File: src/rtl/sq_sequencer.sv
// Control sequencer for a run of N back-to-back 5-phase modular squarings.
// Optional stall input `pause` is compiled in when SQ_SEQ_PAUSE_EN is defined.
module sq_sequencer #(
  parameter int ACC_LAT = 3,
  parameter int ITER_W  = 64
) (
  input  logic              clk,
  input  logic              rst_n,
  input  logic              start,
  input  logic [ITER_W-1:0] iter_count,
  input  logic              abort,
`ifdef SQ_SEQ_PAUSE_EN
  input  logic              pause,
`endif
  output logic [4:0]        sq_state,
  output logic              acc_clear,
  output logic              acc_en,
  output logic              op_init,
  output logic              op_load,
  output logic              busy,
  output logic              done,
  output logic [ITER_W-1:0] iters_done
);

  localparam logic [2:0] S_IDLE  = 3'd0;
  localparam logic [2:0] S_LOAD  = 3'd1;
  localparam logic [2:0] S_MUL   = 3'd2;
  localparam logic [2:0] S_DRAIN = 3'd3;
  localparam logic [2:0] S_WB    = 3'd4;
  localparam logic [2:0] S_DONE  = 3'd5;

  localparam int DW = (ACC_LAT > 1) ? $clog2(ACC_LAT) : 1;

  logic [2:0]        state;
  logic [2:0]        phase;
  logic [DW-1:0]     drain_cnt;
  logic [ITER_W-1:0] remaining;
  logic              stall;
  logic              active;

  assign active = (state == S_MUL) || (state == S_DRAIN) || (state == S_WB);

`ifdef SQ_SEQ_PAUSE_EN
  assign stall = pause && active;
`else
  assign stall = 1'b0;
`endif

  always_ff @(posedge clk or negedge rst_n) begin
    if (!rst_n) begin
      state      <= S_IDLE;
      phase      <= 3'd0;
      drain_cnt  <= '0;
      remaining  <= '0;
      iters_done <= '0;
    end else if (abort) begin
      // iters_done is deliberately kept so the host can see how far the run got
      state     <= S_IDLE;
      phase     <= 3'd0;
      drain_cnt <= '0;
      remaining <= '0;
    end else if (!stall) begin
      case (state)
        S_IDLE: begin
          if (start) begin
            iters_done <= '0;
            if (iter_count != '0) begin
              remaining <= iter_count;
              state     <= S_LOAD;
            end else begin
              state <= S_DONE;
            end
          end
        end
        S_LOAD: begin
          phase <= 3'd1;
          state <= S_MUL;
        end
        S_MUL: begin
          if (phase == 3'd5) begin
            phase     <= 3'd0;
            drain_cnt <= DW'(ACC_LAT - 1);
            state     <= S_DRAIN;
          end else begin
            phase <= phase + 3'd1;
          end
        end
        S_DRAIN: begin
          if (drain_cnt == '0) state <= S_WB;
          else drain_cnt <= drain_cnt - DW'(1);
        end
        S_WB: begin
          remaining <= remaining - ITER_W'(1);
          if (iters_done != '1) iters_done <= iters_done + ITER_W'(1);
          if (remaining == ITER_W'(1)) begin
            state <= S_DONE;
          end else begin
            phase <= 3'd1;
            state <= S_MUL;
          end
        end
        S_DONE:  state <= S_IDLE;
        default: state <= S_IDLE;
      endcase
    end
  end

  // Outputs decode the registered state; stall only masks the datapath strobes
  always_comb begin
    sq_state  = (state == S_MUL) ? {2'b00, phase} : 5'd0;
    acc_en    = (state == S_MUL) && !stall;
    acc_clear = (state == S_MUL) && (phase == 3'd1) && !stall;
    op_init   = (state == S_LOAD);
    op_load   = (state == S_WB) && !stall;
    busy      = (state == S_LOAD) || active;
    done      = (state == S_DONE);
  end

endmodule
File: config.mk
export PLATFORM = sky130hd
export DESIGN_NAME = sq_sequencer
export DESIGN_NICKNAME = d
export VERILOG_FILES = /design/src/rtl/sq_sequencer.sv
export SDC_FILE = /design/constraint.sdc
export NUM_CORES = 1
export LEC_CHECK = 0
export BUFFER_PORTS_ARGS = -buffer_cell sky130_fd_sc_hd__clkbuf_2
export CAP_MARGIN = 25
export CORE_MARGIN = 2
export CORE_UTILIZATION = 60
export DETAILED_ROUTE_END_ITERATION = 8
export PLACE_DENSITY = 0.95
export REMOVE_ABC_BUFFERS = 1
export SLEW_MARGIN = 20
export SYNTH_ARGS = -nofsm -noshare
export SYNTH_HDL_FRONTEND = slang
export SYNTH_SLANG_ARGS = --single-unit
export TNS_END_PERCENT = 20
File: constraint.sdc
create_clock -name clk -period 5.5 [get_ports clk]
set_input_delay 1.65 -clock clk [delete_from_list [all_inputs] [get_ports clk]]
set_output_delay 1.65 -clock clk [all_outputs]
set_load 0.01 [all_outputs]
=== After elaboration in Yosys (flattened, before gate mapping) ===
Index checks and enable logic that the tools add are counted.
Widths: inputs -> output; s select.

* Reduce and logical (&&, ||, !) cells: 16
* Muxes and demuxes: 23
* $add $sub $neg: 4
* Bitwise operators: 1
* Eq/ne operators: 17

{| class="wikitable"
|+ Operators with widths
! operator !! number
|-
| $mux 64 || 5
|-
| $pmux 64 s2 || 2
|-
| $add 64x1->64 const B || 1
|-
| $eq 64x1->1 const B || 1
|-
| $ne 64x64->1 const B || 1
|-
| $reduce_bool 64->1 || 1
|-
| $sub 64x1->64 const B || 1
|-
| $mux 3 || 10
|-
| $pmux 3 s5 || 1
|-
| $ne 3x3->1 const B || 4
|-
| $eq 3x3->1 const B || 3
|-
| $pmux 3 s3 || 1
|-
| $reduce_and 3->1 || 3
|-
| $eq 3x1->1 const B || 2
|-
| $eq 3x2->1 const B || 2
|-
| $mux 2 || 3
|-
| $ne 3x2->1 const B || 2
|-
| $reduce_bool 3->1 || 2
|-
| $pmux 2 s2 || 1
|-
| $reduce_and 4->1 || 1
|-
| $reduce_bool 4->1 || 1
|-
| $add 3x1->3 const B || 1
|-
| $logic_not 3->1 || 1
|-
| $logic_or 1x1->1 || 3
|-
| other kinds (8) || 8
|}

* Bits of input ports: 68
* Logic and storage cells: 66
* Output and inout bits: 75
* Flip-flop bits (word level): 136

=== Depth between registers and ports, before layout ===
* Word-level depth: 5
* Mapped depth: 11
* Gate-level depth less buffers: 8

=== Worst setup path after synthesis ===
Ideal clock, no wire load.

* Path type: input to register
* Start: input iter_count[54]
* End: register remaining[48]
* Setup slack: 1.967 ns
* Buffers on the path: 2
* Setup time: 0.132 ns
* Arrival time: 3.401 ns
* Cell stages on the path: 7
* Data required time: 5.368 ns
* Path through: or4_1 -> nor4_1 -> a21oi_1 -> nand2b_1 -> clkbuf_1 -> clkbuf_1 -> o2bb2ai_1

* Word-level cells in the longest chain between the ends: 3

{| class="wikitable"
|+ RTL lines
! item !! line !! source
|-
| start, declared || 10 || <nowiki>input logic [ITER_W-1:0] iter_count,</nowiki>
|-
| $reduce_bool 64->1 || 67 || <nowiki>if (iter_count != '0) begin</nowiki>
|-
| $ne 3x3->1 (no source line) || - ||
|-
| $reduce_and 3->1 (no source line) || - ||
|-
| end signal, assigned || 68 || <nowiki>remaining <= iter_count;</nowiki>
|-
| end signal, assigned || 93 || <nowiki>remaining <= remaining - ITER_W'(1);</nowiki>
|-
| end, declared || 37 || <nowiki>logic [ITER_W-1:0] remaining;</nowiki>
|}

No other way between the ends.
A chain may end at the register's enable or synchronous reset.

=== Worst setup path after layout ===
* Start: input iter_count[30]
* End: register remaining[40]

The elaborated chain is that of the path after synthesis.

==> metrics.txt <==
# TYPE chip_impl_metric gauge
chip_impl_info{name="run_status",value="finished, final reports clean"} 1
chip_impl_metric{name="detailedPlace.worstSlack",unit="ns"} 1.399
chip_impl_metric{name="viasPerCell",unit=""} 7.030
chip_impl_metric{name="maxCapViolations",unit=""} 0
chip_impl_metric{name="timing.critical_path.slowest_cell_delay",unit="ns"} 0.64
chip_impl_info{name="netlist.top_cell.by_area",value="dfrtp_1"} 1
chip_impl_metric{name="final_area",unit="um2"} 9882
chip_impl_info{name="cts-root-buf",value="clkbuf_16"} 1
chip_impl_info{name="mostFrequentLayoutCells",value="clkbuf_2 (139), dfrtp_1 (136), o21ai_0 (123), nor2_1 (107), a21oi_1 (83)"} 1
chip_impl_metric{name="setup-tns-final",unit="ns"} 0
chip_impl_metric{name="cp_max_fo",unit=""} 45
chip_impl_metric{name="clock-skew-final",unit="ns"} 0.01122
chip_impl_info{name="synth-main-ff-cell",value="dfrtp_1"} 1
chip_impl_metric{name="drcViolationCount",unit=""} 0
chip_impl_metric{name="worst_path_clk_slew",unit="ns"} 0.06
chip_impl_metric{name="p_per_area",unit="nW/um2"} 260.6
chip_impl_metric{name="timing.final.crit_period",unit="ns"} 3.860
chip_impl_metric{name="maxSlewHeadroom",unit=""} 0.3363
chip_impl_metric{name="grt_pass1_vias",unit=""} 8372
chip_impl_metric{name="layout_worst_path_cycle_share",unit=""} 0.7018
chip_impl_metric{name="drt_first_pass_iters",unit=""} 8
chip_impl_info{name="criticalPathCategory",value="input port to flop"} 1
chip_impl_metric{name="final_core_utilization",unit=""} 0.7147
chip_impl_metric{name="ant_nets",unit=""} 0
chip_impl_info{name="unrepaired_setup_endpoints_after_global_routing",value="false"} 1
chip_impl_metric{name="ys_ff_latch",unit=""} 136
chip_impl_metric{name="yosys.cell_types.count",unit=""} 59
chip_impl_metric{name="die_width",unit="um"} 123.0
chip_impl_metric{name="postRouteWirelength",unit="mm"} 25.80
chip_impl_metric{name="post_synth_and_or_nand_nor_area_fraction",unit=""} 0.2802
chip_impl_metric{name="portion_of_netlist_area_occupied_by_mux_cells",unit=""} 0.005894
chip_impl_metric{name="num_vias",unit=""} 9399
chip_impl_metric{name="synthesis.area",unit="um2"} 8492
chip_impl_metric{name="cts_setup_buffers",unit=""} 0
chip_impl_metric{name="global_route_wire_length_before_repair",unit="mm"} 41.34
chip_impl_info{name="crit_path_cell_trace",value="clkbuf_2, nor4_1, nand4_1, nor4_1, a21o_1, buf_4, o21ai_0, o21ai_0"} 1
chip_impl_metric{name="wl_per_cell",unit="um"} 19.30
chip_impl_metric{name="final-hold-violation-count",unit=""} 0
chip_impl_metric{name="count_of_hold_buffers_inserted_by_post_cts_repair",unit=""} 0
chip_impl_metric{name="dp_hpwl",unit="mm"} 17.42
chip_impl_metric{name="initial_core_util",unit=""} 0.6142
chip_impl_metric{name="cp.arrival",unit="ns"} 4.19
chip_impl_metric{name="worstSkewPairLatency",unit="ns"} 0.42
chip_impl_metric{name="core",unit="um2"} 13830
chip_impl_info{name="type_of_element_capturing_the_critical_path",value="flop"} 1
chip_impl_metric{name="row_count",unit=""} 43
chip_impl_metric{name="area.sequential",unit="um2"} 3403
chip_impl_metric{name="worst-slew-pin-transition",unit="ns"} 0.9956
chip_impl_metric{name="p_leak",unit="uW"} 0.004211
chip_impl_metric{name="cts-resized-gates",unit=""} 0
chip_impl_metric{name="cts_buffer_depth",unit=""} 2
chip_impl_metric{name="place.gp.congestion",unit=""} 0.9577
chip_impl_metric{name="yosys.area_share.adder",unit=""} 0.005894
chip_impl_metric{name="maxClockFrequency",unit="MHz"} 259.1
chip_impl_metric{name="die_height",unit="um"} 123.0
chip_impl_metric{name="gr-usage-all-layers",unit=""} 0.3442
chip_impl_metric{name="cts_inserted_buffers",unit=""} 17
chip_impl_metric{name="synth-xor-area-share",unit=""} 0.02578
chip_impl_info{name="cp_slowest_cell",value="nor4_1"} 1
chip_impl_metric{name="fillers",unit=""} 1007
chip_impl_metric{name="vdd_drop_max",unit="V"} 0.0002348
chip_impl_metric{name="ys_async_sr_fraction",unit=""} 1.000
chip_impl_metric{name="netlist.area_leader.share",unit=""} 0.4008
chip_impl_metric{name="initial_drc_count",unit=""} 1518
chip_impl_metric{name="synth-compound-area-share",unit=""} 0.2381
chip_impl_metric{name="final_net_count",unit=""} 1218
chip_impl_metric{name="port-buffer-count",unit=""} 140
chip_impl_metric{name="final_layout_size_suffix_gt1_frac",unit=""} 0.1772
chip_impl_metric{name="path_buf_inv",unit=""} 2
chip_impl_info{name="main_combinational_cell_family_by_area_after_synthesis",value="simple AND/OR/NAND/NOR gates"} 1
chip_impl_metric{name="timing.critical_path.required",unit="ns"} 5.83
chip_impl_metric{name="floorplan.die_area",unit="um2"} 15120
chip_impl_info{name="holdCritPathClass",value="flop to flop"} 1
chip_impl_metric{name="final_max_tran_viols",unit=""} 0
chip_impl_metric{name="diodes",unit=""} 0
chip_impl_metric{name="cts_sinks",unit=""} 136
chip_impl_info{name="worstSetupStartpointType",value="input port"} 1
chip_impl_metric{name="htreeDepth",unit=""} 4
chip_impl_metric{name="grt_remaining_overflow",unit=""} 0
chip_impl_metric{name="edff_count_synth",unit=""} 0
chip_impl_metric{name="synth.yosys.seq_area_share",unit=""} 0.4008
chip_impl_info{name="area_contributors_post_synth",value="dfrtp_1 (40%), o21ai_0 (7.3%), a21oi_1 (4.9%)"} 1
chip_impl_metric{name="io_pins",unit=""} 143
chip_impl_info{name="cts_tree",value="built"} 1
chip_impl_info{name="cp_top_family",value="simple AND/OR/NAND/NOR gates"} 1
chip_impl_metric{name="final-setup-viol-count",unit=""} 0
chip_impl_metric{name="area.growth.synth_to_final",unit="%"} 16.37
chip_impl_metric{name="avgSynthCellArea",unit="um2"} 8.189
chip_impl_metric{name="post_synth_inst_count",unit=""} 1037
chip_impl_metric{name="synth-warning-count",unit=""} 0
chip_impl_info{name="mostFrequentLayoutCell",value="clkbuf_2"} 1
chip_impl_metric{name="antenna_found_initial",unit=""} 0
chip_impl_metric{name="multiInputGateArea",unit="um2"} 4745
chip_impl_metric{name="grt_max_degree",unit=""} 109
chip_impl_metric{name="worst_slack",unit="ns"} 1.640
chip_impl_metric{name="dpl-instance-area",unit="um2"} 9286
==> final cells by class <==
type | count | area share
Multi-Input combinational cell | 813 | 0.4801
Timing Repair Buffer | 159 | 0.08800
Tap cell | 180 | 0.02279
Clock inverter | 6 | 0.006711
Clock buffer | 24 | 0.05077
Sequential cell | 136 | 0.3444
Inverter | 19 | 0.007217
==> state kept, by name (all words and copies together) (netlist names) <==
| name | count |
|---|---|
| state | 3 |
| drain_cnt | 2 |
| phase | 3 |
| remaining | 64 |
| iters_done | 64 |
==> where the power goes <==
group | internal [uW] | total, uW | switching, uW
clock network | 677 | 1100 | 424
registers | 1050 | 1120 | 62.5
logic | 119 | 359 | 240
total | 1850 | 2570 | 726
==> routing by layer <==
| layer | GRT usage | share of wire |
|---|---|---|
| met1 | 0.4747 | 0.38 |
| met2 | 0.5035 | 0.45 |
| met3 | 0.1038 | 0.13 |
| met4 | 0.1487 | 0.039 |
| met5 | 0 | 0 |
==> worst register-to-register path, stage by stage (launching register included) <==
cell	delay, ns
dfrtp_1	0.54
nor3_1	0.67
nand3_1	0.28
nor4_1	0.63
a21o_1	0.36
buf_4	0.45
o21ai_0	0.21
o21ai_0	0.12
==> cells in the mapped netlist (all sizes together), types with 10 or more instances <==
library cell  count
a32oi            14
dfrtp           136
nor2            108
or4              27
nand4            32
clkbuf           55
a22oi            16
inv              19
buf              15
nand2            67
o31ai            18
o2bb2ai          10
a21oi            83
and4             10
nor4             54
or3              29
and3             18
a31oi            10
o21ai           124
nand3            37
xor2             16
nor3             40
==> stage by stage <==
step / hold WS (ns) / std cells / power, uW
global placement: 0.4783 / 1306 / 1458
global route: 0.5305 / 1337 / 2670
floorplan: 0.4571 / 968 / 1321
CTS: 0.4981 / 1336 / 2562
detailed placement: 0.4856 / 1306 / 1472
finish: 0.5011 / 1337 / 2575
==> cells by family after synthesis <==
kind of cell,Yosys count
simple gates,447
compound gates,330
flops,136
buf+inv,89
xor+xnor,25
mux,5
fa+ha+maj,4
other cells,1
==> final timing paths <==
kind,from,endpoint,slack [ns],depth (start not counted)
min reg2reg,remaining[43]$_DFFE_PN0P_,remaining[43]$_DFFE_PN0P_,0.50,1
max reg2reg,state[0]$_DFFE_PN0P_,remaining[40]$_DFFE_PN0P_,2.17,7
min in group asynchronous,rst_n,iters_done[19]$_DFFE_PN0P_,1.09,1
max,iter_count[30],remaining[40]$_DFFE_PN0P_,1.64,8
max in group asynchronous,rst_n,remaining[16]$_DFFE_PN0P_,3.29,3
min,remaining[43]$_DFFE_PN0P_,remaining[43]$_DFFE_PN0P_,0.50,1
Power figures use the tool's default switching activity.
